### config.mk
export PLATFORM = sky130hd
export DESIGN_NAME = uart_transmitter
export DESIGN_NICKNAME = d
export VERILOG_FILES = /design/src/rtl/uart_transmitter.sv
export SDC_FILE = /design/constraint.sdc
export NUM_CORES = 1
export LEC_CHECK = 0
export ABC_CLOCK_PERIOD_IN_PS = 2700
export BUFFER_PORTS_ARGS = -buffer_cell sky130_fd_sc_hd__buf_2
export CAP_MARGIN = 5
export CORE_MARGIN = 1
export CORE_UTILIZATION = 55
export CTS_CLUSTER_SIZE = 28
export DETAILED_ROUTE_END_ITERATION = 8
export PLACE_DENSITY = 0.88
export SYNTH_ARGS = -nofsm -noshare
export SYNTH_HDL_FRONTEND = slang
export SYNTH_SLANG_ARGS = --single-unit
### constraint.sdc
create_clock -name clk -period 2.7 [get_ports clk]
set_input_delay 0 -clock clk [delete_from_list [all_inputs] [get_ports clk]]
set_output_delay 0 -clock clk [all_outputs]
set_load 0.05 [all_outputs]
### src/rtl/uart_transmitter.sv
// UART 8N1 transmitter: sends each accepted 32-bit word as 4 bytes, LSB byte and LSB bit first.
// Define UART_TX_SYNC_BYTE_EN to precede every word with a 0xA5 sync byte.
module uart_transmitter #(
  parameter int unsigned CLKS_PER_BIT = 868
) (
  input  logic        clk,
  input  logic        rst,
  input  logic [31:0] word_data,
  input  logic        word_valid,
  output logic        word_ready,
  output logic        tx_serial,
  output logic        busy
);

  localparam int unsigned BAUD_W = $clog2(CLKS_PER_BIT);
  localparam logic [BAUD_W-1:0] BAUD_LAST = BAUD_W'(CLKS_PER_BIT - 1);

`ifdef UART_TX_SYNC_BYTE_EN
  localparam logic [7:0] SYNC_BYTE = 8'hA5;
  typedef enum logic [2:0] {IDLE, START, DATA, STOP, SYNC} state_t;
`else
  typedef enum logic [1:0] {IDLE, START, DATA, STOP} state_t;
`endif

  state_t            state, state_n;
  logic [BAUD_W-1:0] baud_cnt, baud_n;
  logic [3:0]        bit_cnt, bit_n;
  logic [1:0]        byte_idx, byte_n;
  logic [31:0]       shreg, shreg_n;
  logic              tx_n;
  logic              baud_end;
  logic [2:0]        next_bit;

  assign word_ready = (state == IDLE);
  assign baud_end   = (baud_cnt == BAUD_LAST);
  assign next_bit   = bit_cnt[2:0] + 3'd1;

  always_ff @(posedge clk) begin
    if (rst) begin
      state     <= IDLE;
      baud_cnt  <= '0;
      bit_cnt   <= '0;
      byte_idx  <= '0;
      shreg     <= '0;
      tx_serial <= 1'b1;
      busy      <= 1'b0;
    end else begin
      state     <= state_n;
      baud_cnt  <= baud_n;
      bit_cnt   <= bit_n;
      byte_idx  <= byte_n;
      shreg     <= shreg_n;
      tx_serial <= tx_n;
      busy      <= (state_n != IDLE);
    end
  end

  // tx_n is the line level for the state being entered, so the line is registered with it
  always_comb begin
    state_n = state;
    baud_n  = baud_cnt;
    bit_n   = bit_cnt;
    byte_n  = byte_idx;
    shreg_n = shreg;
    tx_n    = tx_serial;
    case (state)
      IDLE: begin
        tx_n = 1'b1;
        if (word_valid) begin
          shreg_n = word_data;
          byte_n  = '0;
          baud_n  = '0;
          bit_n   = '0;
          tx_n    = 1'b0;
`ifdef UART_TX_SYNC_BYTE_EN
          state_n = SYNC;
`else
          state_n = START;
`endif
        end
      end
`ifdef UART_TX_SYNC_BYTE_EN
      // bit_cnt 0 = start, 1..8 = data, 9 = stop of the sync frame
      SYNC: begin
        if (baud_end) begin
          baud_n = '0;
          if (bit_cnt == 4'd9) begin
            bit_n   = '0;
            state_n = START;
            tx_n    = 1'b0;
          end else begin
            bit_n = bit_cnt + 4'd1;
            tx_n  = (bit_cnt == 4'd8) ? 1'b1 : SYNC_BYTE[bit_cnt[2:0]];
          end
        end else begin
          baud_n = baud_cnt + BAUD_W'(1);
        end
      end
`endif
      START: begin
        if (baud_end) begin
          baud_n  = '0;
          bit_n   = '0;
          state_n = DATA;
          tx_n    = shreg[0];
        end else begin
          baud_n = baud_cnt + BAUD_W'(1);
        end
      end
      DATA: begin
        if (baud_end) begin
          baud_n = '0;
          if (bit_cnt == 4'd7) begin
            state_n = STOP;
            tx_n    = 1'b1;
          end else begin
            bit_n = bit_cnt + 4'd1;
            tx_n  = shreg[next_bit];
          end
        end else begin
          baud_n = baud_cnt + BAUD_W'(1);
        end
      end
      STOP: begin
        if (baud_end) begin
          baud_n = '0;
          if (byte_idx == 2'd3) begin
            state_n = IDLE;
            tx_n    = 1'b1;
          end else begin
            byte_n  = byte_idx + 2'd1;
            shreg_n = {8'h00, shreg[31:8]};
            state_n = START;
            tx_n    = 1'b0;
          end
        end else begin
          baud_n = baud_cnt + BAUD_W'(1);
        end
      end
      default: begin
        state_n = IDLE;
        tx_n    = 1'b1;
      end
    endcase
  end

endmodule
==> impl_metrics.json <==
{
  "post-route-period-util": 0.816,
  "grt_usage": 0.262,
  "critical_path_buf_inv_count": 1,
  "synth_top_area_cell": "dfxtp_1",
  "path_class": "flip-flop to flip-flop",
  "peakVddDrop_v": 0.000388,
  "crit_family": "simple AND/OR/NAND/NOR gates",
  "syn2layout_area_growth_pct": 24.6,
  "insertion_delay_ps": 310,
  "numCtsBuffers": 5,
  "cts.clk_slew.worst_paths_ps": 90,
  "end_kind": "flip-flop",
  "drc": 0,
  "relSlewSlack": 0.459,
  "firstDrtPassIters": 4,
  "p_per_area_mw_per_mm2": 493,
  "p_leak_nw": 1.20,
  "dieArea_mm2": 0.00477,
  "final_nets": 399,
  "p_clk_frac": 0.290,
  "stdcell_count": 414,
  "fin_area_mm2": 0.00309,
  "vias_per_cell": 5.94,
  "placed_cell_area_mm2": 0.00268,
  "pwr-share-seq": 0.551,
  "fmax_ghz": 0.454,
  "worst_pin_slew_ps": 811,
  "grt_pass1_wl_um": 10300,
  "dp.cells": 374,
  "antenna_cells": 0,
  "wl_um": 5950,
  "die_x_um": 69.1,
  "ys_ff_latch": 52,
  "p_comb_frac": 0.159,
  "status": "finished clean",
  "swShare": 0.273,
  "antenna_found_initial": 0,
  "num_rows": 24,
  "post_synth_inst_count": 304,
  "cts_tree": "done",
  "required_ps": 2920,
  "io_pins": 38,
  "drive_gt1_frac": 0.155,
  "slew_viol_final": 0,
  "hold_path_class": "input port to flip-flop",
  "synth_ff_type": "dfxtp_1",
  "ys_top_cells_by_area": "dfxtp_1 (42%), a311oi_1 (10%), nor2_1 (7.9%), nand2_1 (5.8%), nand3_1 (5.3%)",
  "initial_core_util": 0.569,
  "drv_cap": 0,
  "cp_data_arrival_time_ps": 2420,
  "die_h_um": 69.1,
  "syn_area_per_cell_um2": 8.15,
  "synth_area_mm2": 0.00248,
  "ys_seq_area_frac": 0.420,
  "power_mw": 1.52,
  "hold_viol": 0,
  "clock_path_buffers": 2,
  "synth_edf_count": 0,
  "dp_hpwl_um": 3690,
  "grt_overflow_total": 0,
  "ys_warn_count": 0,
  "routabilityCongestion": 0.861,
  "cts-root-buf": "clkbuf_8",
  "routedWlPerCell_um": 14.4,
  "power_switching_mw": 0.415,
  "rsz0062_at_grt": "no",
  "crit_chain": "ha_1, nand4b_1, nor3_4, buf_4, nor2_1, o21ai_0, a311oi_1",
  "async_flop_share": 0,
  "p_int_mw": 1.11,
  "cts.sinks": 52,
  "h-tree-depth": 2,
  "io_buffers": 37,
  "fin_crit_ps": 2200,
  "critPathMaxStageDelay_ps": 550,
  "synth_cell_types": 42,
  "synth_top_area_share": 0.420,
  "antenna_left": 0,
  "tns_ps": 0,
  "crit_fanout": 12,
  "clock_skew_ps": 14.6,
  "cts-resized-gates": 0,
  "fillers": 298,
  "core_mm2": 0.00435,
  "vias": 2459,
  "finalSetupViolCount": 0,
  "worst_path_max_delay_cell": "nor2_1",
  "final_cell_mix": "nor2_1 (52), dfxtp_1 (52), nand2_1 (38)",
  "synth_fp_nets": 342,
  "worstSetupStartpointType": "flip-flop",
  "grt_max_degree": 49,
  "grt_pass1_vias": 2253,
  "drt_iter0_drc": 239
}
final cells by class:
class	count	area, um^2	share of cell area
Clock buffer	6	72.6	0.0235
Multi-Input combinational cell	225	1320	0.427
Sequential cell	52	1040	0.337
Timing Repair Buffer	76	571	0.185
Clock inverter	2	16.3	0.00527
Tap cell	52	65.1	0.0211
Inverter	1	3.75	0.00122
per-stage QoR:
stage / setup WS, ps / utilization / hold slack, ps
after floorplan: 756 / - / 161
final: 498 / 0.709 / 111
after detailed placement: 546 / 0.615 / 258
after global placement: 663 / 0.615 / 245
after global routing: 255 / 0.709 / 146
after CTS: 555 / 0.709 / 110
worst paths after layout:
check | startpoint | to | slack [ps] | cells past startpoint
worst max-delay path | baud_cnt[0] | baud_cnt[9] | 500 | 7
worst min-delay path | word_valid | baud_cnt[0] | 110 | 4
worst max register to register | baud_cnt[0] | baud_cnt[9] | 500 | 7
worst min register to register | bit_cnt[1] | bit_cnt[1] | 480 | 2
synthesized netlist by cell type, types with 4 or more instances:
cell / count
dfxtp_1: 52
nor2_1: 52
nand2_1: 38
a311oi_1: 29
nand3_1: 26
clkbuf_1: 18
a22oi_1: 11
nor3_1: 10
a21oi_1: 7
o21ai_0: 6
buf_2: 5
mux2i_1: 4
per-layer routing:
layer / GRT usage / wire length [um]
met5: 0 / 0
met4: 0.0952 / 124
met2: 0.423 / 2860
met1: 0.343 / 2610
met3: 0.0570 / 357
tightest hold or removal path, cell delays in order:
cell	delay, ps
buf_2	100
nor3_1	80
mux2i_1	140
nor2_1	50
power groups by stage:
stage	clock (mW)	sequential, mW	combinational, mW
finish	0.441	0.838	0.242
global route	0.480	0.843	0.269
CTS	0.457	0.837	0.238
detailed placement	0	0.854	0.202
global placement	0	0.853	0.198
floorplan	0	0.855	0.142
flip-flops by register name (all words and copies together) (netlist names):
name / cells
baud_cnt: 10
tx_serial: 1
busy: 1
byte_idx: 2
state: 2
shreg: 32
bit_cnt: 4
timing repair:
action,in CTS,in global routing
setup buffers,0,0
hold buffers,32,0
endpoints found under the hold margin,32,0
kinds of logic (layout without fill, tap and decap cells):
| group | Yosys count | after routing | share of synthesized area |
|---|---|---|---|
| AOI/OAI and AO/OA | 65 | 65 | 0.203 |
| xor gates and xnor gates | 1 | 1 | 0.00354 |
| DFF | 52 | 52 | 0.420 |
| and+or+nand+nor | 151 | 151 | 0.285 |
| muxes | 5 | 5 | 0.0253 |
| buffers and inverters | 27 | 85 | 0.0480 |
| adders and majority gates | 3 | 3 | 0.0152 |
(Power assumes the default switching activity.)
